$ cat src/rtl/tick_timer_sched.sv
// Shared seconds-timer: round-robin arbitration among N requesters, loads the winner's
// duration and counts it down on an internal 1 Hz enable, pulsing done on expiry.
module tick_timer_sched #(
    parameter int N      = 4,
    parameter int SECS_W = 8,
    parameter int DIV    = 50000000,
    localparam int OW    = (N > 1) ? $clog2(N) : 1
) (
    input  logic                  clk,
    input  logic                  reset,
    input  logic [N-1:0]          req,
    input  logic [N*SECS_W-1:0]   req_secs,
    input  logic [N-1:0]          abort,
    output logic [N-1:0]          grant,
    output logic [N-1:0]          done,
    output logic                  busy,
    output logic [OW-1:0]         owner,
    output logic [SECS_W-1:0]     remaining,
    output logic                  tick_1hz
);
    localparam int PW = (DIV > 1) ? $clog2(DIV) : 1;

    typedef enum logic [1:0] {IDLE, COUNT, EXPIRE} state_t;

    state_t            state, state_nxt;
    logic [PW-1:0]     presc;
    logic [OW-1:0]     rr_ptr;
    logic              win_found;
    logic [OW-1:0]     win_idx;
    logic [SECS_W-1:0] win_secs;
    logic [OW:0]       idx_sum;
    logic              aborting;

    // Rotating priority scan starting at rr_ptr, wrapping at N.
    always_comb begin
        win_found = 1'b0;
        win_idx   = '0;
        idx_sum   = '0;
        for (int k = 0; k < N; k++) begin
            idx_sum = {1'b0, rr_ptr} + (OW+1)'(k);
            if (idx_sum >= (OW+1)'(N))
                idx_sum = idx_sum - (OW+1)'(N);
            if (!win_found && req[idx_sum[OW-1:0]]) begin
                win_found = 1'b1;
                win_idx   = idx_sum[OW-1:0];
            end
        end
        win_secs = '0;
        for (int i = 0; i < N; i++)
            if (OW'(i) == win_idx)
                win_secs = req_secs[i*SECS_W +: SECS_W];
    end

    assign tick_1hz = (state == COUNT) && (presc == PW'(DIV - 1));
    assign aborting = (state == COUNT) && abort[owner];
    assign busy     = (state == COUNT);
    assign done     = (state == EXPIRE) ? (N'(1) << owner) : '0;

    // A zero-length interval still spends its grant cycle in COUNT (remaining==0) so
    // that done lands one cycle after grant and never coincides with it.
    always_comb begin
        state_nxt = state;
        case (state)
            IDLE:    if (win_found) state_nxt = COUNT;
            COUNT: begin
                if (aborting)
                    state_nxt = IDLE;
                else if (remaining == '0 || (tick_1hz && remaining == SECS_W'(1)))
                    state_nxt = EXPIRE;
            end
            EXPIRE:  state_nxt = IDLE;
            default: state_nxt = IDLE;
        endcase
    end

    always_ff @(posedge clk or posedge reset) begin
        if (reset)
            state <= IDLE;
        else
            state <= state_nxt;
    end

    always_ff @(posedge clk or posedge reset) begin
        if (reset) begin
            grant     <= '0;
            owner     <= '0;
            remaining <= '0;
            presc     <= '0;
            rr_ptr    <= '0;
        end else begin
            grant <= '0;
            case (state)
                IDLE: begin
                    presc <= '0;
                    if (win_found) begin
                        grant     <= N'(1) << win_idx;
                        owner     <= win_idx;
                        remaining <= win_secs;
                        rr_ptr    <= (win_idx == OW'(N - 1)) ? '0 : win_idx + OW'(1);
                    end
                end
                COUNT: begin
                    if (aborting) begin
                        remaining <= '0;
                        presc     <= '0;
                    end else begin
                        presc <= tick_1hz ? '0 : presc + PW'(1);
                        if (tick_1hz && remaining != '0)
                            remaining <= remaining - SECS_W'(1);
                    end
                end
                default: begin
                    remaining <= '0;
                    presc     <= '0;
                end
            endcase
        end
    end
endmodule
$ cat config.mk
export PLATFORM = sky130hd
export DESIGN_NAME = tick_timer_sched
export DESIGN_NICKNAME = d
export VERILOG_FILES = /design/src/rtl/tick_timer_sched.sv
export SDC_FILE = /design/constraint.sdc
export NUM_CORES = 1
export LEC_CHECK = 0
export CORE_ASPECT_RATIO = 1.4
export CORE_MARGIN = 5
export CORE_UTILIZATION = 52
export CTS_BUF_LIST = sky130_fd_sc_hd__clkbuf_8
export DETAILED_ROUTE_END_ITERATION = 10
export PLACE_DENSITY = 0.87
export SLEW_MARGIN = 0
export SYNTH_ARGS = -nofsm -noshare
export SYNTH_HDL_FRONTEND = slang
export SYNTH_SLANG_ARGS = --single-unit
$ cat constraint.sdc
create_clock -name clk -period 2.5 [get_ports clk]
set_input_delay 0.375 -clock clk [delete_from_list [all_inputs] [get_ports clk]]
set_output_delay 0.375 -clock clk [all_outputs]
set_load 0.02 [all_outputs]
Yosys cells after proc, flatten, opt, wreduce, memory -nomap -nowiden:

Index checks and enable logic that the tools add are counted.

* word-level logic and storage cells: 97
* output and inout port bits: 20
* register bits: 44
* bits of input ports: 42

* mux-type cells: 41
* shift operators: 2
* reduce and logical (&&, ||, !) cells: 18
* magnitude comparators: 9
* $add $sub $neg: 10
* equal/unequal tests: 11

Operators with widths (number)
* two-way mux 26 bit: 3
* two-way mux 8 bit: 7
* adder 26 x 1 -> 26 bit (second input constant): 1
* == test 26 bit (second input constant): 1
* two-way mux 2 bit: 12
* one-hot mux 8 bit (2 select lines): 1
* less-than comparator 2 x 3 -> 1 bit (second input constant): 5
* two-way mux 4 bit: 3
* binary-select mux 1 bit (select 2 bit): 5
* greater-or-equal comparator 3 bit (second input constant): 3
* two-way mux 1 bit: 9
* == test 8 x 1 -> 1 bit (second input constant): 1
* logical NOT 8 bit: 1
* nonzero test 8 bit: 1
* left shift 1 x 2 -> 4 bit (first input constant): 2
* subtractor 2 x 1 -> 2 bit (second input constant): 4
* subtractor 8 x 1 -> 8 bit (second input constant): 1
* logical AND 1 bit: 7
* adder 2 x 2 -> 3 bit (second input constant): 2
* != test 3 x 1 -> 1 bit (second input constant): 2
* AND reduction 2 bit: 3
* == test 2 bit (first input constant): 2
* == test 2 bit (second input constant): 2
* logical NOT 2 bit: 2
* other kinds (9): 11

Longest topological paths before layout:

* depth in word-level cells: 21
* gate-level depth with buffers: 12
* gate-level depth less buffers: 11

Worst setup path before layout:

No wires, ideal clock.

* path type: input to register
* start: input port req[0]
* end: register remaining[7]
* arrival time: 2.243 ns
* setup slack: 0.128 ns
* path buffers: 2
* required time: 2.371 ns
* setup time: 0.129 ns
* stages on the path: 10
* path through: nor4_1 -> nor2_1 -> inv_1 -> ha_1 -> clkbuf_1 -> clkbuf_1 -> a21oi_1 -> a22o_1 -> a22oi_1 -> o22ai_1

* cells in the longest elaborated chain, start to end: 19
* elaborated cells between the ends (all ways): 34
* classes of those cells: eq/ne (4); mux (22); reduce/logical (8)

RTL lines
* start: declaration: line 11 `input logic [N-1:0] req,`
* binary-select mux 1 bit (select 2 bit): line 43 `if (!win_found && req[idx_sum[OW-1:0]]) begin`
* two-way mux 1 bit (implied by the code): line 43
* two-way mux 1 bit: line 43
* logical NOT 1 bit: line 43
* logical AND 1 bit: line 43
* two-way mux 1 bit: line 43
* logical NOT 1 bit: line 43
* logical AND 1 bit: line 43
* [... 2 more ...]
* logical AND 1 bit: line 43
* two-way mux 2 bit *: line 43
* via win_idx[0]: line 29 `logic [OW-1:0] win_idx;`
* logical NOT 2 bit: line 50 `if (OW'(i) == win_idx)`
* two-way mux 8 bit (3 in a row): line 50
* two-way mux 8 bit *: line 50
* two-way mux 8 bit *: line 95 `if (win_found) begin`
* one-hot mux 8 bit (2 select lines) *: line 92 `case (state)`
* end signal: assignment: line 98 `remaining <= win_secs;`
* end signal: assignment: line 109 `remaining <= remaining - SECS_W'(1);`
* end: declaration: line 18 `output logic [SECS_W-1:0] remaining,`

Mark *: on every way through the listed nets, which the timed path passes. The rest lies on a longest branch. The select of a mux whose other input is x is not followed.
A chain may end at the register's enable or synchronous reset.

Worst setup path after layout:

* start: register rr_ptr[0]
* end: register remaining[4]

* cells in the longest elaborated chain, start to end: 21
* elaborated cells between the ends (all ways): 49
* classes of those cells: add/sub (7); order compare (4); eq/ne (4); mux (26); reduce/logical (8)

RTL lines
* start: declaration: line 27 `logic [OW-1:0] rr_ptr;`
* start signal: assignment: line 99 `rr_ptr <= (win_idx == OW'(N - 1)) ? '0 : win_idx + OW'(1);`
* parallel branches: the longest is 13 deep, another holds adder 2 x 1 -> 3 bit
* two-way mux 2 bit *: line 43
* via win_idx[0]: line 29
* logical NOT 2 bit: line 50
* two-way mux 8 bit (3 in a row): line 50
* two-way mux 8 bit *: line 50
* two-way mux 8 bit *: line 95
* one-hot mux 8 bit (2 select lines) *: line 92

Mark *: on every way through the listed nets, which the timed path passes. The select of a mux whose other input is x is not followed.

==> run summary <==
STATUS
--------------------------------------------------------------------------------------------------------
Status                                                                                         completed

STA
--------------------------------------------------------------------------------------------------------
Highest achievable clock rate                                                                 0.4200 GHz
Crit path time final                                                                            2.381 ns
Final count of hold timing violations                                                                  0
Number of pins with negative max-slew slack in the final report                                        0
Setup violation total in the final timing report                                                       0
Worst-Margin Slew                                                                              0.6752 ns
Relative max-transition margin                                                                    54.94%
Post-route fraction of the period consumed by the critical path                                   95.23%
Final clock skew                                                                              0.01108 ns

FLOORPLAN
--------------------------------------------------------------------------------------------------------
Width of the chip                                                                               71.52 um
Number of cell rows                                                                                   31
Effective utilization at floorplan                                                                53.41%
Chip Height                                                                                     96.13 um
Die footprint                                                                                  6875 um^2
IO Pins                                                                                               62
Core Footprint                                                                                 5159 um^2

WORST SETUP PATH
--------------------------------------------------------------------------------------------------------
WP buf/inv                                                                                             3
Series of cell instances along the critical path                                            inv_1, a2bb2oi_2, o221ai_2, nor2_2, inv_1, ha_1, nor2b_1, buf_4, a221oi_1, o31ai_1, a2bb2oi_1, o21ai_0
Data arrival time of the critical path                                                           2.57 ns
Cell mode on critical path                                                                  sky130_fd_sc_hd__inv_1
Origin of the critical flop-to-flop path                                                    rr_ptr[0]$_DFFE_PP0P_
Worst-case register-to-register setup slack                                                      0.12 ns
Crit-path slowest cell                                                                      sky130_fd_sc_hd__dfrtp_1
Cell type group with the largest total delay on the critical path                           compound AO/OA/AOI/OAI gates
Crit Reg-Reg Endpoint                                                                       remaining[4]$_DFFE_PP0P_
Slowest stage delay, CP                                                                          0.41 ns
Type of element launching the critical path                                                         flop
Worst setup path category                                                                   flop to flop
Critical path fanouts, max                                                                             4
Critical Path Sink Type                                                                             flop
Count of cells along the worst register-to-register path                                              12
Worst Path Required                                                                              2.69 ns

CLOCKING
--------------------------------------------------------------------------------------------------------
# hold bufs at CTS                                                                                     0
Clock latency of the later-clocked register in the worst-skew pair                               0.31 ns
TritonCTS clock tree                                                                                 yes
Post-CTS clock slew at the launch and capture registers of the worst setup and hold paths        0.09 ns
Number of clock buffers inserted by TritonCTS                                                          5
Count of buffers added by post-CTS timing repair for setup                                             0
Sink count of the clock tree                                                                          44
Count of H-tree levels built during CTS                                                                2
Clock root buffer                                                                           sky130_fd_sc_hd__clkbuf_8
Maximum clock insertion buffer count                                                                   2

GLOBAL ROUTING
--------------------------------------------------------------------------------------------------------
Maximum number of pins on one net before global-route repair                                          30
Vias in the first global route                                                                      2506
Global-route wire length before repair                                                          11.31 mm
All-Layer GR Usage                                                                                20.93%
Initial antenna violation count                                                                        0
Sum of overflow across all layers after global routing                                                 0

SYNTHESIS
--------------------------------------------------------------------------------------------------------
Net count of the mapped netlist                                                                      346
Top cell type's share of synthesized area                                                         39.96%
Synthesis Warnings                                                                                     0
Post-synthesis async set-or-reset flop share                                                      100.0%
Gate Count Post-Synth                                                                                297
Post-synth cell types                                                                                 54
Mapped cell area                                                                               2755 um^2
Syn_area_per_cell                                                                             9.277 um^2
Dominant cells by area after synthesis                                                      sky130_fd_sc_hd__dfrtp_1, sky130_fd_sc_hd__xor2_1, sky130_fd_sc_hd__nor2_1, sky130_fd_sc_hd__nor2_4, sky130_fd_sc_hd__ha_1
Cell type with the highest aggregate area in the netlist                                    sky130_fd_sc_hd__dfrtp_1
Number of flops mapped to enable cells by yosys                                                        0
Prevailing post-synth register cell                                                         sky130_fd_sc_hd__dfrtp_1
Flops & latches, synth                                                                                44
Sequential area share after synthesis                                                             39.96%

DRT
--------------------------------------------------------------------------------------------------------
Per-cell via count in the routed design                                                            5.831
Final routed DRC violation total                                                                       0
Iteration count of the initial detailed-routing pass                                                   4
Count of routing violations after the opening detailed-route iteration                               113
Total number of vias                                                                                2554
Routed length per placed instance                                                               15.58 um
Routed wire length                                                                              6.823 mm
Number of nets still failing antenna checks after routing                                              0

PLACED DESIGN
--------------------------------------------------------------------------------------------------------
HPWL after DPL                                                                                  5.300 mm
Total of buffers placed on input and output ports                                                     61
Placer Congestion                                                                                 0.8711
Placed Area                                                                                    3521 um^2

LAYOUT
--------------------------------------------------------------------------------------------------------
Area growth from synthesis to layout                                                              33.29%
Antenna diode count                                                                                    0
Fraction of final layout cells with drive strength greater than 1                                 13.71%
Layout Cell Area excl Fill                                                                     3672 um^2
Number of nets in the finished design                                                                420
Number of fillers in the final layout                                                                392
Most frequent cells in the layout                                                           sky130_fd_sc_hd__clkdlybuf4s50_1, sky130_fd_sc_hd__dfrtp_1, sky130_fd_sc_hd__nor2_1
Most frequent standard cell in the layout excluding fill and tap cells                      sky130_fd_sc_hd__clkdlybuf4s50_1

JOB
--------------------------------------------------------------------------------------------------------
Maximum capacitance violations                                                                         0

POWER AND IR DROP
--------------------------------------------------------------------------------------------------------
Power per standard cell area                                                                867.0 nW/um^2
IR Drop Worst-Case VDD                                                                         0.5995 mV
Static Leakage                                                                               0.001559 uW
Overall power                                                                                    3184 uW

WORST HOLD PATH
--------------------------------------------------------------------------------------------------------
Worst min path class                                                                        primary input to asynchronous set/reset pin

## sequential cells by signal, indices dropped and copies added, names as in the netlist
name and flops:
remaining 8, owner 2, rr_ptr 2, state 2, presc 26, grant 4
## report_power, final
group          switching [uW]  internal, uW  leakage, uW
Sequential                145           843     0.000593
Clock                     248           221    0.0000510
Combinational             951           776     0.000915
Total                    1340          1840      0.00156
## synthesized netlist by cell type (4+ instances only)
library cell and instances:
sky130_fd_sc_hd__a21oi_1 14, sky130_fd_sc_hd__a221oi_1 4, sky130_fd_sc_hd__a22oi_1 4, sky130_fd_sc_hd__and2_1 8, sky130_fd_sc_hd__and3_1 5, sky130_fd_sc_hd__clkbuf_1 7, sky130_fd_sc_hd__dfrtp_1 44, sky130_fd_sc_hd__ha_1 7
sky130_fd_sc_hd__inv_1 14, sky130_fd_sc_hd__nand2_1 22, sky130_fd_sc_hd__nand3_1 17, sky130_fd_sc_hd__nand4_1 5, sky130_fd_sc_hd__nor2_1 30, sky130_fd_sc_hd__nor2_4 8, sky130_fd_sc_hd__nor2b_1 8, sky130_fd_sc_hd__nor3b_1 4
sky130_fd_sc_hd__nor4_1 4, sky130_fd_sc_hd__o21ai_0 14, sky130_fd_sc_hd__o31ai_1 4, sky130_fd_sc_hd__xnor2_1 6, sky130_fd_sc_hd__xor2_1 15
## worst max path at each step
stage,start,end,slack (ns),cells after the start
after global routing,rr_ptr[0]$_DFFE_PP0P_,remaining[4]$_DFFE_PP0P_,-0.02,12
after detailed placement,req[0],remaining[7]$_DFFE_PP0P_,-0.34,12
after floorplan,req[0],remaining[7]$_DFFE_PP0P_,0.13,10
after CTS,req[3],remaining[6]$_DFFE_PP0P_,0.02,12
after global placement,req[0],remaining[7]$_DFFE_PP0P_,-0.23,12
final,rr_ptr[0]$_DFFE_PP0P_,remaining[4]$_DFFE_PP0P_,0.12,12
## what timing repair did
item	in CTS	in global routing
pin swaps	0	4
setup endpoints to repair	2	8
gates resized for setup	2	15
## cells by family (layout without fill, tap and decap cells)
logic type,Yosys count,count (layout),synth area share [%]
buf+inv,25,100,4.814
compound gates,65,65,15.94
simple gates,133,133,28.25
fa+ha+maj,7,7,3.179
flops,44,44,39.96
xor+xnor,21,21,6.676
mux,2,2,1.181
## routing by layer
metal  track usage (%)  vias to the layer above  part of all wire [%]
li1                  -                     1214                     -
met1             21.15                     1238                    36
met2             40.57                       83                    56
met3             4.807                       19                   5.2
met4             8.621                        0                   2.9
met5                 0                        -                     0
## layout make-up
cell class,instances,area (um^2),area share [%]
Timing Repair Buffer,78,773.2,21.06
Tap cell,66,82.58,2.249
Sequential cell,44,1102,30.02
Inverter,14,52.55,1.431
Clock buffer,6,82.58,2.249
Multi-Input combinational cell,228,1569,42.73
Clock inverter,2,10.01,0.2726
## through the flow
step           setup TNS [ns]  instances  util (%)  hold WS [ns]  setup slack (ns)
2_1_floorplan               0        297         -        0.4604            0.1280
3_3_place_gp           -1.301        430     68.25        0.4797           -0.2339
3_5_place_dp           -2.105        430     68.25        0.4796           -0.3448
4_1_cts                     0        438     70.14        0.4922           0.01778
5_1_grt              -0.01573        438     71.19        0.5055          -0.01573
6_report                    0        438     71.19        0.4705            0.1192
(Power assumes the default switching activity.)
